$ cat config.mk
export PLATFORM = sky130hd
export DESIGN_NAME = grf_mp
export DESIGN_NICKNAME = d
export VERILOG_FILES = /design/src/rtl/grf_mp.sv
export SDC_FILE = /design/constraint.sdc
export NUM_CORES = 2
export LEC_CHECK = 0
export BUFFER_PORTS_ARGS = -buffer_cell sky130_fd_sc_hd__buf_4
export CELL_PAD_IN_SITES_DETAIL_PLACEMENT = 2
export CELL_PAD_IN_SITES_GLOBAL_PLACEMENT = 2
export CORE_UTILIZATION = 39
export CTS_BUF_LIST = sky130_fd_sc_hd__clkbuf_2
export CTS_CLUSTER_SIZE = 10
export DETAILED_ROUTE_END_ITERATION = 12
export PLACE_DENSITY_LB_ADDON = 0.05
export SLEW_MARGIN = 20
export SYNTH_ARGS = -nofsm -noshare
export SYNTH_HDL_FRONTEND = slang
export SYNTH_SLANG_ARGS = --single-unit
$ cat constraint.sdc
create_clock -name clk -period 4.9 [get_ports clk]
set_input_delay 0.245 -clock clk [delete_from_list [all_inputs] [get_ports clk]]
set_output_delay 0.245 -clock clk [all_outputs]
set_load 0.02 [all_outputs]
$ cat src/rtl/grf_mp.sv
// Multi-ported register file: two write ports with port-1 priority, NR combinational
// read ports with same-cycle forwarding, and a pending-write scoreboard with popcount.
module grf_mp #(
    parameter int DW       = 32,
    parameter int AW       = 5,
    parameter int NR       = 2,
    parameter int ZERO_REG = 1
) (
    input  logic             clk,
    input  logic             reset_n,
    input  logic             we0,
    input  logic             we1,
    input  logic [AW-1:0]    wa0,
    input  logic [AW-1:0]    wa1,
    input  logic [DW-1:0]    wd0,
    input  logic [DW-1:0]    wd1,
    input  logic             iss_en,
    input  logic [AW-1:0]    iss_addr,
    input  logic [NR*AW-1:0] ra,
    output logic [NR*DW-1:0] rd,
    output logic [NR-1:0]    rbusy,
    output logic [AW:0]      busy_cnt
);

    localparam int DEPTH = 1 << AW;
    localparam bit ZR    = (ZERO_REG != 0);

    logic [DW-1:0]    mem [DEPTH];
    logic [DEPTH-1:0] pend;
    logic [DEPTH-1:0] pend_nxt;
    logic [AW:0]      cnt_nxt;

    logic             we0_eff;
    logic             we1_eff;
    logic             iss_eff;

    logic [AW-1:0]    ra_k;
    logic [DW-1:0]    data_k;
    logic             hit0;
    logic             hit1;
    logic             hit_iss;

    // Register 0 is hardwired when ZERO_REG is set, so writes and issues to it are dropped here.
    assign we0_eff = we0 && !(ZR && (wa0 == '0));
    assign we1_eff = we1 && !(ZR && (wa1 == '0));
    assign iss_eff = iss_en && !(ZR && (iss_addr == '0));

    // Writes retire pending bits; an issue applied afterwards wins on a shared address.
    always_comb begin
        pend_nxt = pend;
        if (we0_eff) begin
            pend_nxt[wa0] = 1'b0;
        end
        if (we1_eff) begin
            pend_nxt[wa1] = 1'b0;
        end
        if (iss_eff) begin
            pend_nxt[iss_addr] = 1'b1;
        end
        cnt_nxt = '0;
        for (int i = 0; i < DEPTH; i++) begin
            cnt_nxt = cnt_nxt + {{AW{1'b0}}, pend_nxt[i]};
        end
    end

    always_ff @(posedge clk or negedge reset_n) begin
        if (!reset_n) begin
            for (int i = 0; i < DEPTH; i++) begin
                mem[i] <= '0;
            end
            pend     <= '0;
            busy_cnt <= '0;
        end else begin
            if (we0_eff) begin
                mem[wa0] <= wd0;
            end
            // Issued after port 0 so a same-address collision stores wd1.
            if (we1_eff) begin
                mem[wa1] <= wd1;
            end
            pend     <= pend_nxt;
            busy_cnt <= cnt_nxt;
        end
    end

    // Read ports: forward this cycle's write data (port 1 first), else stored contents.
    always_comb begin
        rd      = '0;
        rbusy   = '0;
        ra_k    = '0;
        data_k  = '0;
        hit0    = 1'b0;
        hit1    = 1'b0;
        hit_iss = 1'b0;
        for (int k = 0; k < NR; k++) begin
            ra_k    = ra[k*AW +: AW];
            hit0    = we0_eff && (wa0 == ra_k);
            hit1    = we1_eff && (wa1 == ra_k);
            hit_iss = iss_eff && (iss_addr == ra_k);
            if (hit1) begin
                data_k = wd1;
            end else if (hit0) begin
                data_k = wd0;
            end else begin
                data_k = mem[ra_k];
            end
            if (ZR && (ra_k == '0)) begin
                data_k = '0;
            end
            rd[k*DW +: DW] = data_k;
            rbusy[k]       = pend[ra_k] && !((hit0 || hit1) && !hit_iss);
        end
    end

endmodule

# ---- After elaboration in Yosys (flattened, before gate mapping)
# Cells that the tools add are included.
dict set report totals {
  mem_bits_ro 0
  out_inout_bits 72
  ram_bits 0
  mem_count 0
  latchBits 0
  reg_bits 1062
}
dict set report op_classes {
  n_eq_ne 6
  div 0
  reduce_logical 32
  muxes 33
  n_shift 0
  bitwise 9
  n_mul 0
  addsub 31
  order_cmp 14
}
# cell n
set op_table {}
lappend op_table {{$bwmux W1024} 2}
lappend op_table {{$mux W1024} 2}
lappend op_table {{$mux W32} 15}
lappend op_table {{$bmux W32 S5} 2}
lappend op_table {{$demux W32 S5} 2}
lappend op_table {{$add A6 B1 Y6} 26}
lappend op_table {{$and A32 B32 Y32} 2}
lappend op_table {{$not A32 Y32} 2}
lappend op_table {{$or A32 B32 Y32} 1}
lappend op_table {{$eq A5 B5 Y1} 6}
lappend op_table {{$lt A5 B6 Y1 const B} 5}
lappend op_table {{$logic_not A5 Y1} 5}
lappend op_table {{$ge A6 B6 Y1 const B} 4}
lappend op_table {{$not A5 Y6} 4}
lappend op_table {{$logic_and A1 B1 Y1} 18}
lappend op_table {{$demux W1 S5} 3}
lappend op_table {{$ge A5 B1 Y1 const B} 3}
lappend op_table {{$lt A6 B1 Y1 const B} 2}
lappend op_table {{$bmux W1 S5} 2}
lappend op_table {{$logic_not A1 Y1} 7}
lappend op_table {{$add A5 B1 Y6} 1}
lappend op_table {{$add A4 B1 Y5} 1}
lappend op_table {{$mux W1} 5}
lappend op_table {{$add A3 B1 Y4} 1}
lappend op_table {{3 further kinds} 4}

# ---- Logic depth before layout (Yosys ltp)
dict set report logic_depth {
  word_depth 42
  depth_mapped 24
  depth_no_buf 22
}

# ---- Worst setup path after synthesis
# Ideal clock, no wire load.
dict set report synth_path {
  path_type {in2reg}
  from {input wa0[3]}
  to {register busy_cnt[4]}
  slack_ns -1.014
  required_time_ns 4.777
  cell_stages 22
  setup_time_ns 0.123
  n_path_buf 3
  arrival_time_ns 5.791
  path_cell_list {buf_2 or3b_1 clkbuf_1 nor2_2 nand2_1 clkbuf_1 a32o_1 fa_1 fa_1 fa_1 fa_1 inv_1 fa_1 fa_1 inv_1 ha_1 inv_1 fa_1 inv_1 a21o_1 a21oi_1 xnor2_1}
}
dict set report synth_via {
  word_cells_on_any_way 46
  classes_between {add/sub (31); order compare (2); mux (5); bitwise (4); reduce/logical (4)}
}
# element line_no
set synth_lines {}
lappend synth_lines {{start, declared} 13} ;# input logic [AW-1:0] wa0,
lappend synth_lines {{$lt A5 B6 Y1 (not written as such) / $ge A5 B1 Y1 (equally long branches)} 52} ;# pend_nxt[wa0] = 1'b0;
lappend synth_lines {{$logic_and A1 B1 Y1 (not written as such)} 52}
lappend synth_lines {{$mux W1 (not written as such)} 52}
lappend synth_lines {{$demux W1 S5} 52}
lappend synth_lines {{$not A32 Y32 (no source line)} n/a}
lappend synth_lines {{$and A32 B32 Y32 (no source line)} n/a}
lappend synth_lines {{$mux W32 *} 51} ;# if (we0_eff) begin
lappend synth_lines {{$and A32 B32 Y32 (no source line)} n/a}
lappend synth_lines {{$mux W32 *} 54} ;# if (we1_eff) begin
lappend synth_lines {{$or A32 B32 Y32 (no source line)} n/a}
lappend synth_lines {{$mux W32 *} 57} ;# if (iss_eff) begin
lappend synth_lines {{named net pend_nxt[7]} 30} ;# logic [DEPTH-1:0] pend_nxt;
lappend synth_lines {{$add A6 B1 Y6 * (25 in a row)} 62} ;# cnt_nxt = cnt_nxt + {{AW{1'b0}}, pend_nxt[i]};
lappend synth_lines {{named net cnt_nxt[4]} 31} ;# logic [AW:0] cnt_nxt;
lappend synth_lines {{end signal, assigned} 82} ;# busy_cnt <= cnt_nxt;
lappend synth_lines {{end, declared} 22} ;# output logic [AW:0] busy_cnt
# The timed path passes the listed nets; every way through them passes the cells marked *.

# ---- Worst setup path in the final report
dict set report layout_path {
  from {input wa0[2]}
  to {output rd[33]}
}
dict set report layout_via {
  elab_chain_len 7
  word_cells_on_any_way 8
  classes_between {eq/ne (1); mux (3); reduce/logical (4)}
}
# element line_no
set layout_rtl {}
lappend layout_rtl {{$logic_not A5 Y1} 44} ;# assign we0_eff = we0 && !(ZR && (wa0 == '0));
lappend layout_rtl {{$logic_not A1 Y1} 44}
lappend layout_rtl {{$logic_and A1 B1 Y1} 44}
lappend layout_rtl {{$logic_and A1 B1 Y1 *} 97} ;# hit0 = we0_eff && (wa0 == ra_k);
lappend layout_rtl {{$mux W32 *} 102} ;# end else if (hit0) begin
lappend layout_rtl {{$mux W32 *} 100} ;# if (hit1) begin
lappend layout_rtl {{$mux W32 *} 107} ;# if (ZR && (ra_k == '0)) begin
lappend layout_rtl {{end, declared} 20} ;# output logic [NR*DW-1:0] rd,
# Every way passes the cells marked *; elsewhere a longest branch is shown, timed or not.

==> flow_results.xml <==
<?xml version="1.0" encoding="UTF-8"?>
<metrics>
  <group name="status">
    <metric name="outcome" unit="">complete, but fails checks</metric>
    <metric name="failed_checks" unit="">hold timing, setup timing</metric>
  </group>
  <group name="worst_setup_path">
    <metric name="critical_path.reg2reg.endpoint" unit="">busy_cnt[4]</metric>
    <metric name="cp.required" unit="ns">4.66</metric>
    <metric name="path_buf_inv" unit="">7</metric>
    <metric name="slowest_stage" unit="">sky130_fd_sc_hd__o31ai_1</metric>
    <metric name="critical-path-top-cell-by-count" unit="">sky130_fd_sc_hd__buf_4</metric>
    <metric name="timing.critical_path.cells" unit="">buf_4 -&gt; dlygate4sd3_1 -&gt; buf_4 -&gt; nor3_1 -&gt; buf_4 -&gt; dlygate4sd3_1 -&gt; a21boi_4 -&gt; and4_1 -&gt; nor2_1 -&gt; o31ai_4 -&gt; buf_12 -&gt; o31ai_1 -&gt; buf_4</metric>
    <metric name="critical_path.endpoint_type" unit="">output port</metric>
    <metric name="largest_fanout_on_the_critical_path" unit="">32</metric>
    <metric name="category_of_the_worst_setup_path_launch_point" unit="">primary input</metric>
    <metric name="rr_worst_depth" unit="">18</metric>
    <metric name="critical_path.reg2reg.startpoint" unit="">pend[25]</metric>
    <metric name="critical_path_s_top_delay_family" unit="">buffers and inverters</metric>
    <metric name="reg2reg_setup_slack" unit="ns">-0.11</metric>
    <metric name="worst-endpoint-arrival" unit="ns">5.02</metric>
    <metric name="crit_path_max_incr_delay" unit="ns">0.94</metric>
    <metric name="timing.setup.critical_path_class" unit="">primary input to output port</metric>
  </group>
  <group name="sta">
    <metric name="finalHoldWorstSlack" unit="ns">-0.0865</metric>
    <metric name="timing.slew.headroom" unit="">0.0303</metric>
    <metric name="setup_ws" unit="ns">-0.366</metric>
    <metric name="post-route-min-period" unit="ns">5.27</metric>
    <metric name="final_clock_period_utilization_by_the_worst_path" unit="">1.07</metric>
    <metric name="report.final.setup_viol" unit="">14</metric>
    <metric name="timing_max_transition_violations_final" unit="">0</metric>
    <metric name="rsz0062_at_grt" unit="">true</metric>
    <metric name="worstMarginPinSlew" unit="ns">1.45</metric>
    <metric name="clock-skew-final" unit="ns">0.0418</metric>
    <metric name="hold_viol_final" unit="">9</metric>
    <metric name="fmaxAchievable" unit="MHz">190</metric>
  </group>
  <group name="worst_hold_path">
    <metric name="worst_hold_path.num_cells" unit="">7</metric>
    <metric name="timing.hold.worst.start" unit="">wa0[4]</metric>
    <metric name="worst_hold_path_type" unit="">primary input to flip-flop</metric>
    <metric name="hold_crit_endpoint" unit="">mem[973]</metric>
  </group>
  <group name="clock_tree">
    <metric name="cts_buffer_depth" unit="">4</metric>
    <metric name="clock_sink_count" unit="">1062</metric>
    <metric name="clkTransAtPathRegs" unit="ns">0.10</metric>
    <metric name="clkLatencyLatePin" unit="ns">1.95</metric>
    <metric name="htreeDepth" unit="">5</metric>
    <metric name="cts.root.buffer_cell" unit="">sky130_fd_sc_hd__clkbuf_2</metric>
    <metric name="cts_tree" unit="">built</metric>
    <metric name="cts_inserted_buffers" unit="">337</metric>
  </group>
  <group name="grt">
    <metric name="grt_pass1_wl" unit="mm">566</metric>
    <metric name="via_count_of_the_first_global_routing_pass" unit="">71600</metric>
    <metric name="grt_max_degree" unit="">134</metric>
    <metric name="grt_util_all_layers" unit="">0.459</metric>
    <metric name="antenna_found_initial" unit="">33</metric>
    <metric name="grt_overflow_total" unit="">0</metric>
  </group>
  <group name="floorplanning">
    <metric name="die_height" unit="microns">419</metric>
    <metric name="die_area" unit="sq mm">0.176</metric>
    <metric name="die_w" unit="microns">419</metric>
    <metric name="core-area" unit="sq mm">0.172</metric>
    <metric name="number_of_ports_placed_on_the_die_boundary" unit="">166</metric>
    <metric name="rows" unit="">152</metric>
    <metric name="initial_utilization" unit="">0.394</metric>
  </group>
  <group name="placed_design">
    <metric name="place.detailed.hpwl" unit="mm">231</metric>
    <metric name="detailedPlace.worstSlack" unit="ns">-0.709</metric>
    <metric name="numPortBuffers" unit="">165</metric>
    <metric name="place_congestion" unit="">0.912</metric>
    <metric name="placed_cells_incl_taps" unit="">8738</metric>
  </group>
  <group name="pwr">
    <metric name="pwr-share-comb" unit="">0.394</metric>
    <metric name="vdd_ir_drop_max" unit="V">0.000804</metric>
    <metric name="power.static_leakage" unit="nW">35.4</metric>
    <metric name="power_density_over_the_cells" unit="mW/mm^2">405</metric>
    <metric name="power_switching" unit="mW">13.2</metric>
    <metric name="power_internal" unit="mW">20.1</metric>
    <metric name="power.switching_fraction" unit="">0.396</metric>
    <metric name="share_seq_of_total_power" unit="">0.392</metric>
    <metric name="clock_power_share" unit="">0.214</metric>
  </group>
  <group name="synthesis">
    <metric name="adder_cell_fraction_of_synth_area" unit="">0.00837</metric>
    <metric name="total_standard_cell_area_after_synthesis" unit="sq mm">0.0678</metric>
    <metric name="synth-async-reset-ratio" unit="">1.00</metric>
    <metric name="synth_fp_nets" unit="">6881</metric>
    <metric name="compound_gate_portion_of_the_synthesized_area" unit="">0.146</metric>
    <metric name="post_synth_and_or_nand_nor_area_fraction" unit="">0.0893</metric>
    <metric name="synthCells" unit="">6756</metric>
    <metric name="synth.yosys.warnings" unit="">0</metric>
    <metric name="portion_of_netlist_area_occupied_by_mux_cells" unit="">0.305</metric>
    <metric name="synthFlopType" unit="">sky130_fd_sc_hd__dfrtp_1</metric>
    <metric name="yosys.area_share.xor_xnor" unit="">0.00426</metric>
    <metric name="ys_seq_area_frac" unit="">0.392</metric>
    <metric name="number_of_flops_mapped_to_enable_cells_by_yosys" unit="">0</metric>
    <metric name="largest_family_of_logic_cells_by_synthesized_area" unit="">multiplexers</metric>
    <metric name="yosys.cell_types.count" unit="">71</metric>
    <metric name="yosys_register_bits" unit="">1062</metric>
    <metric name="synth_area_per_cell" unit="sq um">10.0</metric>
  </group>
  <group name="routing">
    <metric name="drtIter0Drc" unit="">7889</metric>
    <metric name="route.antenna.remaining_nets" unit="">0</metric>
    <metric name="drc" unit="">0</metric>
    <metric name="avgViaCountPerCell" unit="">6.82</metric>
    <metric name="drt_first_pass_iters" unit="">5</metric>
    <metric name="vias" unit="">67600</metric>
    <metric name="routed_wire_length_per_instance" unit="microns">41.2</metric>
    <metric name="postRouteWirelength" unit="mm">408</metric>
  </group>
  <group name="cells_and_area">
    <metric name="final_nets" unit="">7527</metric>
    <metric name="instances_no_fill" unit="">9906</metric>
    <metric name="area_delta_synth_final" unit="%">21.2</metric>
    <metric name="drive_gt1_frac" unit="">0.227</metric>
    <metric name="filler_cells_inserted" unit="">17800</metric>
  </group>
  <group name="run">
    <metric name="timing.max_cap.violations" unit="">0</metric>
  </group>
</metrics>
[routing by layer]
metal  vias up  part of all wire  routed length [microns]  GRT usage
li1      26000                 -                        -          -
met1     35900              0.38                   157000      0.579
met2      4155              0.43                   177000      0.677
met3      1501              0.10                    42200      0.127
met4        26             0.076                    31200      0.323
met5         -           0.00042                      171          0
[area by class of cell]
| class | count | area [sq um] | area share |
|---|---|---|---|
| multi-input combinational | 4779 | 38100 | 0.464 |
| sequential | 1062 | 26600 | 0.323 |
| timing repair buffer | 1172 | 11900 | 0.144 |
| tap | 2310 | 2890 | 0.0352 |
| clock buffer | 477 | 2390 | 0.0290 |
| inverter | 50 | 188 | 0.00228 |
| clock inverter | 38 | 146 | 0.00178 |
| antenna | 18 | 45.0 | 0.000548 |
[how the worst max path moves through the flow]
| stage | start | endpoint | slack, ns | cells past startpoint |
|---|---|---|---|---|
| CTS | pend[17] | busy_cnt[4] | -0.06 | 18 |
| global route | wa0[2] | rd[33] | -0.28 | 13 |
| finish | wa0[2] | rd[33] | -0.37 | 13 |
| detailed placement | wa1[2] | busy_cnt[4] | -0.71 | 21 |
| global placement | wa1[2] | busy_cnt[4] | -0.69 | 21 |
| floorplan | wa0[3] | busy_cnt[4] | -0.60 | 22 |
[registers in the layout, indices dropped and copies added (netlist names)]
name,flops
busy_cnt,6
mem,1024
pend,32
[synthesized netlist by cell type (12+ instances only)]
cell type / count / area [sq um]
sky130_fd_sc_hd__nor2_1: 629 / 2360
sky130_fd_sc_hd__o22ai_1: 78 / 488
sky130_fd_sc_hd__a2111oi_2: 17 / 255
sky130_fd_sc_hd__mux4_2: 358 / 8060
sky130_fd_sc_hd__clkbuf_1: 555 / 2080
sky130_fd_sc_hd__buf_2: 142 / 711
sky130_fd_sc_hd__or3_1: 26 / 163
sky130_fd_sc_hd__fa_1: 24 / 480
sky130_fd_sc_hd__a221o_1: 28 / 280
sky130_fd_sc_hd__a32oi_1: 83 / 727
sky130_fd_sc_hd__nor3_1: 21 / 105
sky130_fd_sc_hd__a211oi_1: 37 / 278
sky130_fd_sc_hd__o31ai_1: 28 / 210
sky130_fd_sc_hd__buf_1: 123 / 462
sky130_fd_sc_hd__a211oi_2: 19 / 238
sky130_fd_sc_hd__a21oi_1: 512 / 2560
sky130_fd_sc_hd__a221oi_1: 40 / 350
sky130_fd_sc_hd__a22oi_1: 72 / 541
sky130_fd_sc_hd__nor2b_1: 26 / 163
sky130_fd_sc_hd__o21ai_0: 515 / 2580
sky130_fd_sc_hd__xor2_1: 14 / 123
sky130_fd_sc_hd__mux2_2: 76 / 856
sky130_fd_sc_hd__dfrtp_1: 1062 / 26600
sky130_fd_sc_hd__buf_4: 34 / 255
sky130_fd_sc_hd__nand2_1: 722 / 2710
sky130_fd_sc_hd__o221ai_1: 67 / 587
sky130_fd_sc_hd__inv_1: 48 / 180
sky130_fd_sc_hd__xnor2_1: 19 / 166
sky130_fd_sc_hd__a31oi_1: 64 / 400
sky130_fd_sc_hd__mux2i_1: 1173 / 11700
sky130_fd_sc_hd__nor4_1: 12 / 75.1
[cell usage in the layout (no fill, tap or decap), types with 23 or more instances in the layout]
master	instances
sky130_fd_sc_hd__clkinv_1	31
sky130_fd_sc_hd__a31oi_1	64
sky130_fd_sc_hd__a32oi_1	83
sky130_fd_sc_hd__inv_1	44
sky130_fd_sc_hd__a22oi_1	72
sky130_fd_sc_hd__a221oi_1	40
sky130_fd_sc_hd__o221ai_1	67
sky130_fd_sc_hd__nand2_1	688
sky130_fd_sc_hd__clkbuf_2	477
sky130_fd_sc_hd__o31ai_1	26
sky130_fd_sc_hd__o22ai_1	78
sky130_fd_sc_hd__mux2i_1	1173
sky130_fd_sc_hd__a21oi_1	510
sky130_fd_sc_hd__mux4_2	358
sky130_fd_sc_hd__nor2_1	597
sky130_fd_sc_hd__dfrtp_1	1062
sky130_fd_sc_hd__nand2_4	29
sky130_fd_sc_hd__a211oi_1	37
sky130_fd_sc_hd__mux2_2	76
sky130_fd_sc_hd__a221o_1	28
sky130_fd_sc_hd__dlygate4sd3_1	530
sky130_fd_sc_hd__buf_12	125
sky130_fd_sc_hd__buf_4	500
sky130_fd_sc_hd__fa_1	23
sky130_fd_sc_hd__nor2_4	35
sky130_fd_sc_hd__o21ai_0	512
sky130_fd_sc_hd__or3_1	24
[through the flow]
| stage | utilization | power (mW) | hold WS (ns) | setup TNS [ns] | cell area (sq um) |
|---|---|---|---|---|---|
| after detailed placement | 0.420 | 24.7 | 0.356 | -3.17 | 72300 |
| after floorplan | - | 20.0 | -0.0506 | -2.37 | 68000 |
| final | 0.478 | 33.3 | -0.0865 | -1.79 | 82200 |
| after CTS | 0.475 | 32.6 | 0.00168 | -0.138 | 81700 |
| after global routing | 0.477 | 34.9 | -0.0665 | -1.73 | 82200 |
| after global placement | 0.420 | 24.1 | 0.359 | -3.15 | 72300 |
[worst min-delay path: cells and delay by family]
kind            cells  cell delay (ns)
simple gates        2             0.31
buf+inv             3             0.94
compound gates      2             0.34
[logic make-up (layout without fill, tap and decap cells)]
family / count (synthesis) / in the layout
AOI/OAI and AO/OA: 1603 / 1603
xor gates and xnor gates: 33 / 33
adders and majority gates: 31 / 31
buffers and inverters: 915 / 1737
DFF: 1062 / 1062
muxes: 1607 / 1607
other: 0 / 18
and+or+nand+nor: 1505 / 1505
[what timing repair did]
| item | 4_1_cts | 5_1_grt |
|---|---|---|
| setup endpoints to repair | 4 | 16 |
| gates resized for setup | 3 | 14 |
| hold buffers | 596 | 35 |
| hold endpoints to repair | 2091 | 134 |
| setup buffers | 1 | 12 |
| pin swaps | 1 | 5 |
[power by group through the flow]
stage               logic, mW  clock network, mW  registers, mW
floorplan                7.60                  0           12.4
global placement         11.2                  0           12.9
detailed placement       11.6                  0           13.1
CTS                      12.5               7.13           12.9
global route             14.0               7.58           13.3
finish                   13.1               7.11           13.1
No activity file was read; power rests on OpenSTA's default activity.
